## src/rtl/program_loader_if.sv

```systemverilog
// Byte-stream and instruction-RAM write bundle for the program loader.
// The master modport is the stream source / RAM side; the slave modport is the loader.
interface program_loader_if #(
    parameter int ADDR_W = 9
);
    logic              in_valid;
    logic [7:0]        in_data;
    logic              in_ready;
    logic [ADDR_W-1:0] addr;
    logic              wEn;
    logic [31:0]       wDat;

    modport master (
        output in_valid, in_data,
        input  in_ready, addr, wEn, wDat
    );

    modport slave (
        input  in_valid, in_data,
        output in_ready, addr, wEn, wDat
    );
endinterface

```

## src/rtl/program_loader.sv

```systemverilog
// Frames a length-prefixed byte stream into big-endian 32-bit words, writes them to
// instruction RAM from address 0, then releases the core; detects bad lengths and stalls.
module program_loader #(
    parameter int ADDR_W      = 9,
    parameter int DEPTH       = 512,
    parameter int TIMEOUT_CYC = 1000000
) (
    input  logic              clock,
    input  logic              reset,
    program_loader_if.slave   bus,
    input  logic              halt,
    input  logic              clear,
    output logic              working,
    output logic              busy,
    output logic              err,
    output logic [ADDR_W:0]   words_loaded
);
    localparam int WL_W   = ADDR_W + 1;
    localparam int IDLE_W = $clog2(TIMEOUT_CYC + 1);
    localparam logic [IDLE_W-1:0] TIMEOUT_LAST = IDLE_W'(TIMEOUT_CYC - 1);
    localparam logic [16:0]       DEPTH_MAX    = 17'(DEPTH);

    typedef enum logic [2:0] {
        S_IDLE,
        S_LEN_LO,
        S_WORD,
        S_WRITE,
        S_RUN,
        S_ERROR
    } state_t;

    state_t              r_state;
    state_t              w_next;
    logic [15:0]         r_len;
    logic [1:0]          r_byte_cnt;
    logic [ADDR_W-1:0]   r_word_idx;
    logic [31:0]         r_asm;
    logic [IDLE_W-1:0]   r_idle_cnt;
    logic [WL_W-1:0]     r_words_loaded;

    logic                w_ready_state;
    logic                w_waiting;
    logic                w_accept;
    logic [15:0]         w_len;
    logic                w_len_bad;
    logic                w_last_word;
    logic                w_timeout;

    assign w_ready_state = (r_state == S_IDLE) || (r_state == S_LEN_LO) || (r_state == S_WORD);
    assign w_waiting     = (r_state == S_LEN_LO) || (r_state == S_WORD);
    // Gated by reset so no byte can be handshaken while the block is held in reset.
    assign bus.in_ready  = w_ready_state && reset;
    assign w_accept      = bus.in_valid && bus.in_ready;
    assign w_len         = {r_len[15:8], bus.in_data};
    assign w_len_bad     = (w_len == 16'd0) || ({1'b0, w_len} > DEPTH_MAX);
    assign w_last_word   = (16'(r_word_idx) == (r_len - 16'd1));
    assign w_timeout     = w_waiting && !w_accept && (r_idle_cnt == TIMEOUT_LAST);

    // NOTE: sequential state uses <= so every register samples pre-edge values.
    always_ff @(posedge clock or negedge reset) begin
        if (!reset) begin
            r_state <= S_IDLE;
        end else begin
            r_state <= w_next;
        end
    end

    always_comb begin
        // NOTE: default first so every path assigns w_next and no latch is inferred.
        w_next = r_state;
        case (r_state)
            S_IDLE:   if (w_accept) w_next = S_LEN_LO;
            S_LEN_LO: begin
                if (w_accept)       w_next = w_len_bad ? S_ERROR : S_WORD;
                else if (w_timeout) w_next = S_ERROR;
            end
            S_WORD: begin
                if (w_accept && (r_byte_cnt == 2'd3)) w_next = S_WRITE;
                else if (w_timeout)                   w_next = S_ERROR;
            end
            S_WRITE:  w_next = w_last_word ? S_RUN : S_WORD;
            S_RUN:    if (halt)  w_next = S_IDLE;
            S_ERROR:  if (clear) w_next = S_IDLE;
            default:  w_next = S_IDLE;
        endcase
    end

    always_ff @(posedge clock or negedge reset) begin
        if (!reset) begin
            r_len          <= '0;
            r_byte_cnt     <= '0;
            r_word_idx     <= '0;
            r_asm          <= '0;
            r_idle_cnt     <= '0;
            r_words_loaded <= '0;
        end else begin
            // Stall counter only runs while waiting for a byte and staying put.
            if (w_waiting && !w_accept && (w_next == r_state)) begin
                r_idle_cnt <= r_idle_cnt + IDLE_W'(1);
            end else begin
                r_idle_cnt <= '0;
            end

            case (r_state)
                S_IDLE: begin
                    if (w_accept) begin
                        r_len[15:8]    <= bus.in_data;
                        r_words_loaded <= '0;
                    end
                end
                S_LEN_LO: begin
                    if (w_accept) begin
                        r_len      <= w_len;
                        r_byte_cnt <= '0;
                        r_word_idx <= '0;
                    end
                end
                S_WORD: begin
                    if (w_accept) begin
                        r_asm      <= {r_asm[23:0], bus.in_data};
                        r_byte_cnt <= r_byte_cnt + 2'd1;
                    end
                end
                S_WRITE: begin
                    r_words_loaded <= r_words_loaded + WL_W'(1);
                    if (!w_last_word) begin
                        r_word_idx <= r_word_idx + ADDR_W'(1);
                    end
                end
                default: ;
            endcase
        end
    end

    assign bus.wEn     = (r_state == S_WRITE);
    assign bus.addr    = r_word_idx;
    assign bus.wDat    = r_asm;
    assign working     = (r_state == S_RUN);
    assign busy        = w_waiting || (r_state == S_WRITE);
    assign err         = (r_state == S_ERROR);
    assign words_loaded = r_words_loaded;
endmodule

```

## src/flat_wrapper.sv

```systemverilog
// flat-port wrapper written by rule: the top's interface ports become plain ports
module program_loader_flat 
#(
    parameter int ADDR_W      = 9,
    parameter int DEPTH       = 512,
    parameter int TIMEOUT_CYC = 1000000
)
  (clock, reset, halt, clear, working, busy, err, words_loaded, bus_in_valid, bus_in_data, bus_in_ready, bus_addr, bus_wEn, bus_wDat);
  program_loader_if #(.ADDR_W(ADDR_W)) bus_i ();
  input  logic clock;
  input  logic reset;
  input  logic halt;
  input  logic clear;
  output logic working;
  output logic busy;
  output logic err;
  output logic [ADDR_W:0] words_loaded;
  input wire logic [$bits(bus_i.in_valid)-1:0] bus_in_valid;
  input wire logic [$bits(bus_i.in_data)-1:0] bus_in_data;
  output wire logic [$bits(bus_i.in_ready)-1:0] bus_in_ready;
  output wire logic [$bits(bus_i.addr)-1:0] bus_addr;
  output wire logic [$bits(bus_i.wEn)-1:0] bus_wEn;
  output wire logic [$bits(bus_i.wDat)-1:0] bus_wDat;
  assign bus_i.in_valid = bus_in_valid;
  assign bus_i.in_data = bus_in_data;
  assign bus_in_ready = bus_i.in_ready;
  assign bus_addr = bus_i.addr;
  assign bus_wEn = bus_i.wEn;
  assign bus_wDat = bus_i.wDat;
  program_loader #(.ADDR_W(ADDR_W), .DEPTH(DEPTH), .TIMEOUT_CYC(TIMEOUT_CYC)) u_core (.clock(clock), .reset(reset), .bus(bus_i), .halt(halt), .clear(clear), .working(working), .busy(busy), .err(err), .words_loaded(words_loaded));
endmodule
```

## config.mk

```make
export PLATFORM = sky130hd
export DESIGN_NAME = program_loader_flat
export DESIGN_NICKNAME = d
export VERILOG_FILES = /design/src/rtl/program_loader_if.sv /design/src/rtl/program_loader.sv /design/src/flat_wrapper.sv
export SDC_FILE = /design/constraint.sdc
export NUM_CORES = 1
export LEC_CHECK = 0
export ABC_AREA = 1
export CORE_MARGIN = 2
export CORE_UTILIZATION = 55
export DETAILED_ROUTE_END_ITERATION = 8
export MAX_ROUTING_LAYER = met4
export PLACE_DENSITY_LB_ADDON = 0.15
export REMOVE_ABC_BUFFERS = 1
export SLEW_MARGIN = 20
export SYNTH_ARGS = -nofsm -noshare
export SYNTH_HDL_FRONTEND = slang
export SYNTH_SLANG_ARGS = --single-unit
```

## constraint.sdc

```tcl
create_clock -name clock -period 2.51 [get_ports clock]
set_input_delay 0.3765 -clock clock [delete_from_list [all_inputs] [get_ports clock]]
set_output_delay 0.3765 -clock clock [all_outputs]
set_load 0.05 [all_outputs]
```

==> reports/qor.txt, run 1 <==
# IOs = 69
Cell Chain, Critical Path = inv_1 -> nor2_1 -> clkdlybuf4s50_1
r2r endpoint = u_core.r_idle_cnt[11]
top_reg_cell synth = dfrtp_1
Setup crit start kind = flop
fmax = 432 MHz
DRT iter0 DRCs = 169
r2r startpoint = u_core.r_len[0]
later-pin clock latency in the skew report = 0.37 ns
Net Sw Frac = 40.8%
CP Class = flop to primary output
critical path required time = 2.13 ns
Antenna diodes = 0
Placer Congestion = 0.926
layout cells sized above 1 = 9.06%
Int Pwr = 2.85 mW
Area contributors post-synth = dfrtp_1, nand2_1, nor2_1
Worst Hold Class = primary input to async pin
CP max stage cell = clkdlybuf4s50_1
Max H-tree Level = 3
WP data arrival = 1.94 ns
r2r worst-path depth = 16
total of max-cap violations = 0
combinational power share = 36.7%
Antenna Nets Post-Route = 0
row count = 34
CTS resizes = 0
die area = 9520 sq um
reg-to-reg slack, setup = 0.28 ns
vias in the first global route = 3905
Worst-Margin Slew = 0.732 ns
Overall Global Routing Usage = 24.3%
# port buffers = 68
DP HPWL = 7740 microns
sum of negative setup slack = 0 ns
Synth Register Bits = 92
sequential cell area fraction in the yosys report = 47.8%
total grt overflow = 0
P_leak = 2.71 nW
initial antenna violation count = 0
Synth top area share = 47.8%
CTS tree = built
critical path fanouts, max = 6
CORE AREA = 8590 sq um
Chip Height = 97.6 microns
CTS Buffer Depth = 2
Post-Route WL = 10800 microns
Distinct cells, synth = 36
Residual DRC = 0
Area growth syn-to-layout = 21.3%
Slew Viols, Final = 0
CTS Buf Count = 9
final hold violations = 0
Largest stage delay, worst path = 0.81 ns
sequential power share = 40.0%
EDFF count, synth = 0
Post-Syn Area per Cell = 7.78 sq um
Max IR drop VDD = 0.621 mV
fin nets = 708
final number of setup-violating endpoints = 0
vias per cell = 5.11
Min Clock Period, post-route = 2.32 ns
Die W = 97.6 microns
period utilization = 92.3%
WL/cell = 13.4 microns
Mapped Cells = 619
clock-pin slew on the worst setup and hold paths = 0.10 ns
CP endpoint kind = primary output
largest net degree at the start of global routing = 60
initial core utilization = 56.0%
DR pass1 iterations = 5
status = completed
Ys Warns = 0
setup skew after layout = 0.00769 ns
post-synthesis cell area = 4820 sq um
fin util = 68.0%
Post-CTS Setup Inserts = 0
Via Count = 4103
area leader, netlist = dfrtp_1
Max-slew headroom = 51.2%
first-pass GRT wire length = 18300 microns
# clock sinks = 92
clock root cell = clkbuf_8
Sw Pwr = 1.96 mW
Clk pwr share = 23.3%
# hold bufs at CTS = 0
Async S/R FF share, synth = 100%
RSZ-0062 raised after global routing = no
Power Density = 825 nW/um^2
==> state kept, by name (all words and copies together), names as in the netlist <==
signal / count
u_core.r_len: 16
u_core.words_loaded: 10
u_core.bus.wDat: 32
u_core.r_idle_cnt: 20
u_core.bus.addr: 9
u_core.r_byte_cnt: 2
u_core.r_state: 3
==> stage by stage <==
step           hold slack [ns]  total power, mW  std cells  instance area (sq um)  setup slack, ns
2_1_floorplan           0.0809             3.14        603                   4730           -0.652
4_1_cts                 0.0610             4.84        803                   5840            0.173
3_5_place_dp             0.462             3.71        787                   5620            0.175
5_1_grt                 0.0685             5.12        803                   5840           0.0748
3_3_place_gp             0.456             3.66        787                   5620            0.248
6_report                0.0389             4.82        803                   5840            0.193
==> worst max path at each step <==
stage	to	startpoint	cells past startpoint	slack [ns]
2_1_floorplan	u_core.r_byte_cnt[1]	u_core.r_state[0]	9	-0.65
3_3_place_gp	u_core.r_idle_cnt[14]	bus_in_data[4]	15	0.25
3_5_place_dp	u_core.r_idle_cnt[12]	bus_in_data[4]	15	0.18
4_1_cts	err	u_core.r_state[2]	3	0.17
5_1_grt	u_core.r_idle_cnt[16]	u_core.r_len[0]	16	0.07
6_report	err	u_core.r_state[2]	3	0.19
==> worst max-delay path: cells and delay by family (launching register included) <==
kind                   cells  cell delay [ns]
flip-flops                 1             0.47
AND/OR/NAND/NOR            1             0.15
buffers and inverters      2             0.96
==> power groups by stage <==
stage	logic (mW)	registers, mW	clock network [mW]
after floorplan	1.09	2.05	0
after detailed placement	1.76	1.95	0
final	1.77	1.93	1.12
after CTS	1.78	1.93	1.14
after global routing	1.95	1.97	1.20
after global placement	1.71	1.94	0
==> placed cells by master (no fill, tap or decap), types with 2 or more instances in the layout <==
cell	Yosys	layout
a21oi_1	10	10
a22oi_1	2	2
buf_12	0	2
buf_4	0	9
bufinv_16	0	2
clkbuf_8	0	9
clkdlybuf4s50_1	0	65
clkinvlp_4	0	2
dfrtp_1	92	92
ha_1	5	5
inv_1	58	58
inv_6	0	2
nand2_1	196	196
nand2_2	4	4
nand3_1	32	32
nand3b_1	5	5
nand4_1	7	7
nor2_1	71	71
nor2_2	18	18
nor2_4	3	3
nor3_1	10	10
o21ai_0	39	39
o21ai_1	2	2
or2_2	5	5
xnor2_1	10	10
xor2_1	20	20
==> kinds of logic after synthesis <==
family                     Yosys count  share of synthesized area, %
and+or+nand+nor                    360                          32.7
DFF                                 92                          47.8
buffers and inverters               75                          6.44
AOI/OAI and AO/OA                   57                          6.26
xor gates and xnor gates            30                          5.46
adders and majority gates            5                          1.30
==> layout make-up <==
cell class	count	area (sq um)
Sequential cell	92	2300
Multi-Input combinational cell	452	2200
Inverter	59	221
Fill cell	731	2750
Tap cell	108	135
Clock inverter	7	97.6
Timing Repair Buffer	76	758
Clock buffer	9	124
==> cells in the mapped netlist (all sizes together), types with 2 or more instances <==
cell type and instances:
nand4 7, o21ai 41, dfrtp 92, nor3 11, xor2 20, ha 5
nand3 33, a22oi 2, xnor2 10, nor2 92, nand3b 5, nand2 201
buf 8, clkbuf 8, inv 59, nor4 2, or2 7, a21oi 10
==> metal layers <==
layer / GRT usage, % / wire length (microns) / vias to the layer above
met5: - / 0 / -
met4: 8.33 / 182 / 0
met3: 3.60 / 363 / 16
met2: 39.6 / 5270 / 93
met1: 31.5 / 4970 / 1912
li1: - / - / 2082
No activity file was read; power rests on OpenSTA's default activity.
==> run 2, diff against run 1 <==
- PLACE_DENSITY: not set -> 0.8
- PLACE_DENSITY_LB_ADDON: 0.15 -> not set
==> run 2 against run 1 <==
  * Non-clock buffer count rose by 1
  * Register-to-register slack better by 0.06 ns
  * Sequential share of layout area shrank 0.076 points
  * Sequential power about the same
  * Power rose by 0.29%
  * Cell area is 0.19% higher
  * Fmax grew 1.0%
  * Wire length decreased by 0.29%
  * Worst setup slack better by 0.023 ns
  * First-iteration DRC count rose by 37%
  * Clock power is essentially flat
  * Critical path type unchanged
  * Largest cell class unchanged
==> reports/qor.txt, run 2 (synthesis results as in run 1) <==
status = completed
Area growth syn-to-layout = 21.5%
# port buffers = 68
Power Density = 825 nW/um^2
setup skew after layout = 0.0104 ns
sequential power share = 39.9%
Antenna Nets Post-Route = 0
initial core utilization = 56.0%
r2r startpoint = u_core.r_len[0]
WL/cell = 13.4 microns
fin util = 68.1%
DP HPWL = 7680 microns
CP endpoint kind = primary output
most frequent cells in the layout = nand2_1, dfrtp_1, nor2_1
first-pass GRT wire length = 18600 microns
CTS resizes = 0
pre-CTS setup slack = 0.220 ns
period utilization = 91.4%
CTS Buf Count = 9
Worst Hold Class = primary input to async pin
DR pass1 iterations = 5
Antenna diodes = 0
Chip Height = 97.6 microns
final number of setup-violating endpoints = 0
vias per cell = 5.19
Post-Route WL = 10800 microns
Total Power = 4.83 mW
footprint of the multi-input gates = 2200 sq um
Sw Pwr = 1.94 mW
Finished Layout Cells = 804
CORE AREA = 8590 sq um
Residual DRC = 0
Max H-tree Level = 3
Slew Viols, Final = 0
largest net degree at the start of global routing = 56
layout cells sized above 1 = 9.05%
CTS tree = built
total of max-cap violations = 0
P_leak = 2.72 nW
Overall Global Routing Usage = 24.3%
Post-CTS Setup Inserts = 0
initial antenna violation count = 0
Placer Congestion = 0.900
critical path fanouts, max = 4
number of fillers in the final layout = 717
RSZ-0062 raised after global routing = no
fin nets = 709
Setup crit start kind = flop
Storage cell area = 2300 sq um
clock-pin slew on the worst setup and hold paths = 0.09 ns
fmax = 436 MHz
Int Pwr = 2.89 mW
Die W = 97.6 microns
DRT iter0 DRCs = 231
Max-slew headroom = 53.2%
Clk pwr share = 23.3%
CP Class = flop to primary output
sum of negative setup slack = 0 ns
die area = 9520 sq um
Worst-Margin Slew = 0.702 ns
combinational power share = 36.8%
crit path from = u_core.r_state[0]
vias in the first global route = 4083
Max IR drop VDD = 0.480 mV
Largest register FFs = 32
critical path required time = 2.13 ns
total grt overflow = 0
# IOs = 69
WP data arrival = 1.92 ns
# clock sinks = 92
# hold bufs at CTS = 0
CTS Buffer Depth = 2
Min Clock Period, post-route = 2.29 ns
placed cells = 788
Net Sw Frac = 40.3%
final hold violations = 0
commonest non-fill, non-tap cell in the layout = nand2_1
clock root cell = clkbuf_8
Setup WS post-layout = 0.216 ns
row count = 34
Via Count = 4171
later-pin clock latency in the skew report = 0.36 ns
run 2: cell types whose count changed in the layout (fill, tap and decap cells not counted):
cell | previous run | this run
clkbuf_8 | 9 | 10
inv_6 | 2 | 1
buf_4 | 9 | 10
clkinv_2 | 1 | 0
clkbuf_1 | 0 | 1
run 2: power groups by stage:
stage	logic [mW]	clock network, mW	registers (mW)
floorplan	1.09	0	2.05
global placement	1.72	0	1.94
detailed placement	1.77	0	1.95
CTS	1.78	1.14	1.92
global route	1.99	1.20	1.96
finish	1.78	1.13	1.93
run 2: worst max-delay path, stage by stage, from the launching register on:
cell	delay (ns)
dfrtp_1	0.42
nor2_1	0.15
inv_1	0.10
nor2_1	0.09
clkdlybuf4s50_1	0.81
run 2: area by class of cell:
class	instances	share of cell area, %
inverter	59	3.78
sequential	92	39.3
clock inverter	5	1.43
tap	108	2.31
multi-input combinational	452	37.6
timing repair buffer	77	13.1
clock buffer	11	2.42
run 2: routing by layer:
| metal | GRT usage, % | wire, microns | share of wire (%) |
|---|---|---|---|
| met2 | 40.1 | 5370 | 50 |
| met5 | - | 0 | 0 |
| met1 | 30.9 | 4750 | 44 |
| met4 | 7.16 | 172 | 1.6 |
| met3 | 4.53 | 457 | 4.2 |
run 2: path summary, 6_finish.rpt:
path,cells after the start,slack [ns],end
max in group asynchronous,3,1.35,u_core.bus.wDat[3]
setup reg to reg,16,0.34,u_core.r_idle_cnt[12]
hold reg to reg,2,0.48,u_core.bus.wDat[28]
hold / removal,2,0.07,u_core.r_idle_cnt[15]
setup / recovery,4,0.22,working
min in group clock,2,0.48,u_core.bus.wDat[28]
run 2: metrics by stage:
stage	hold slack, ns	instance area (sq um)
2_1_floorplan	0.0809	4730
3_3_place_gp	0.455	5630
3_5_place_dp	0.464	5630
4_1_cts	0.0901	5850
5_1_grt	0.114	5850
6_report	0.0740	5850
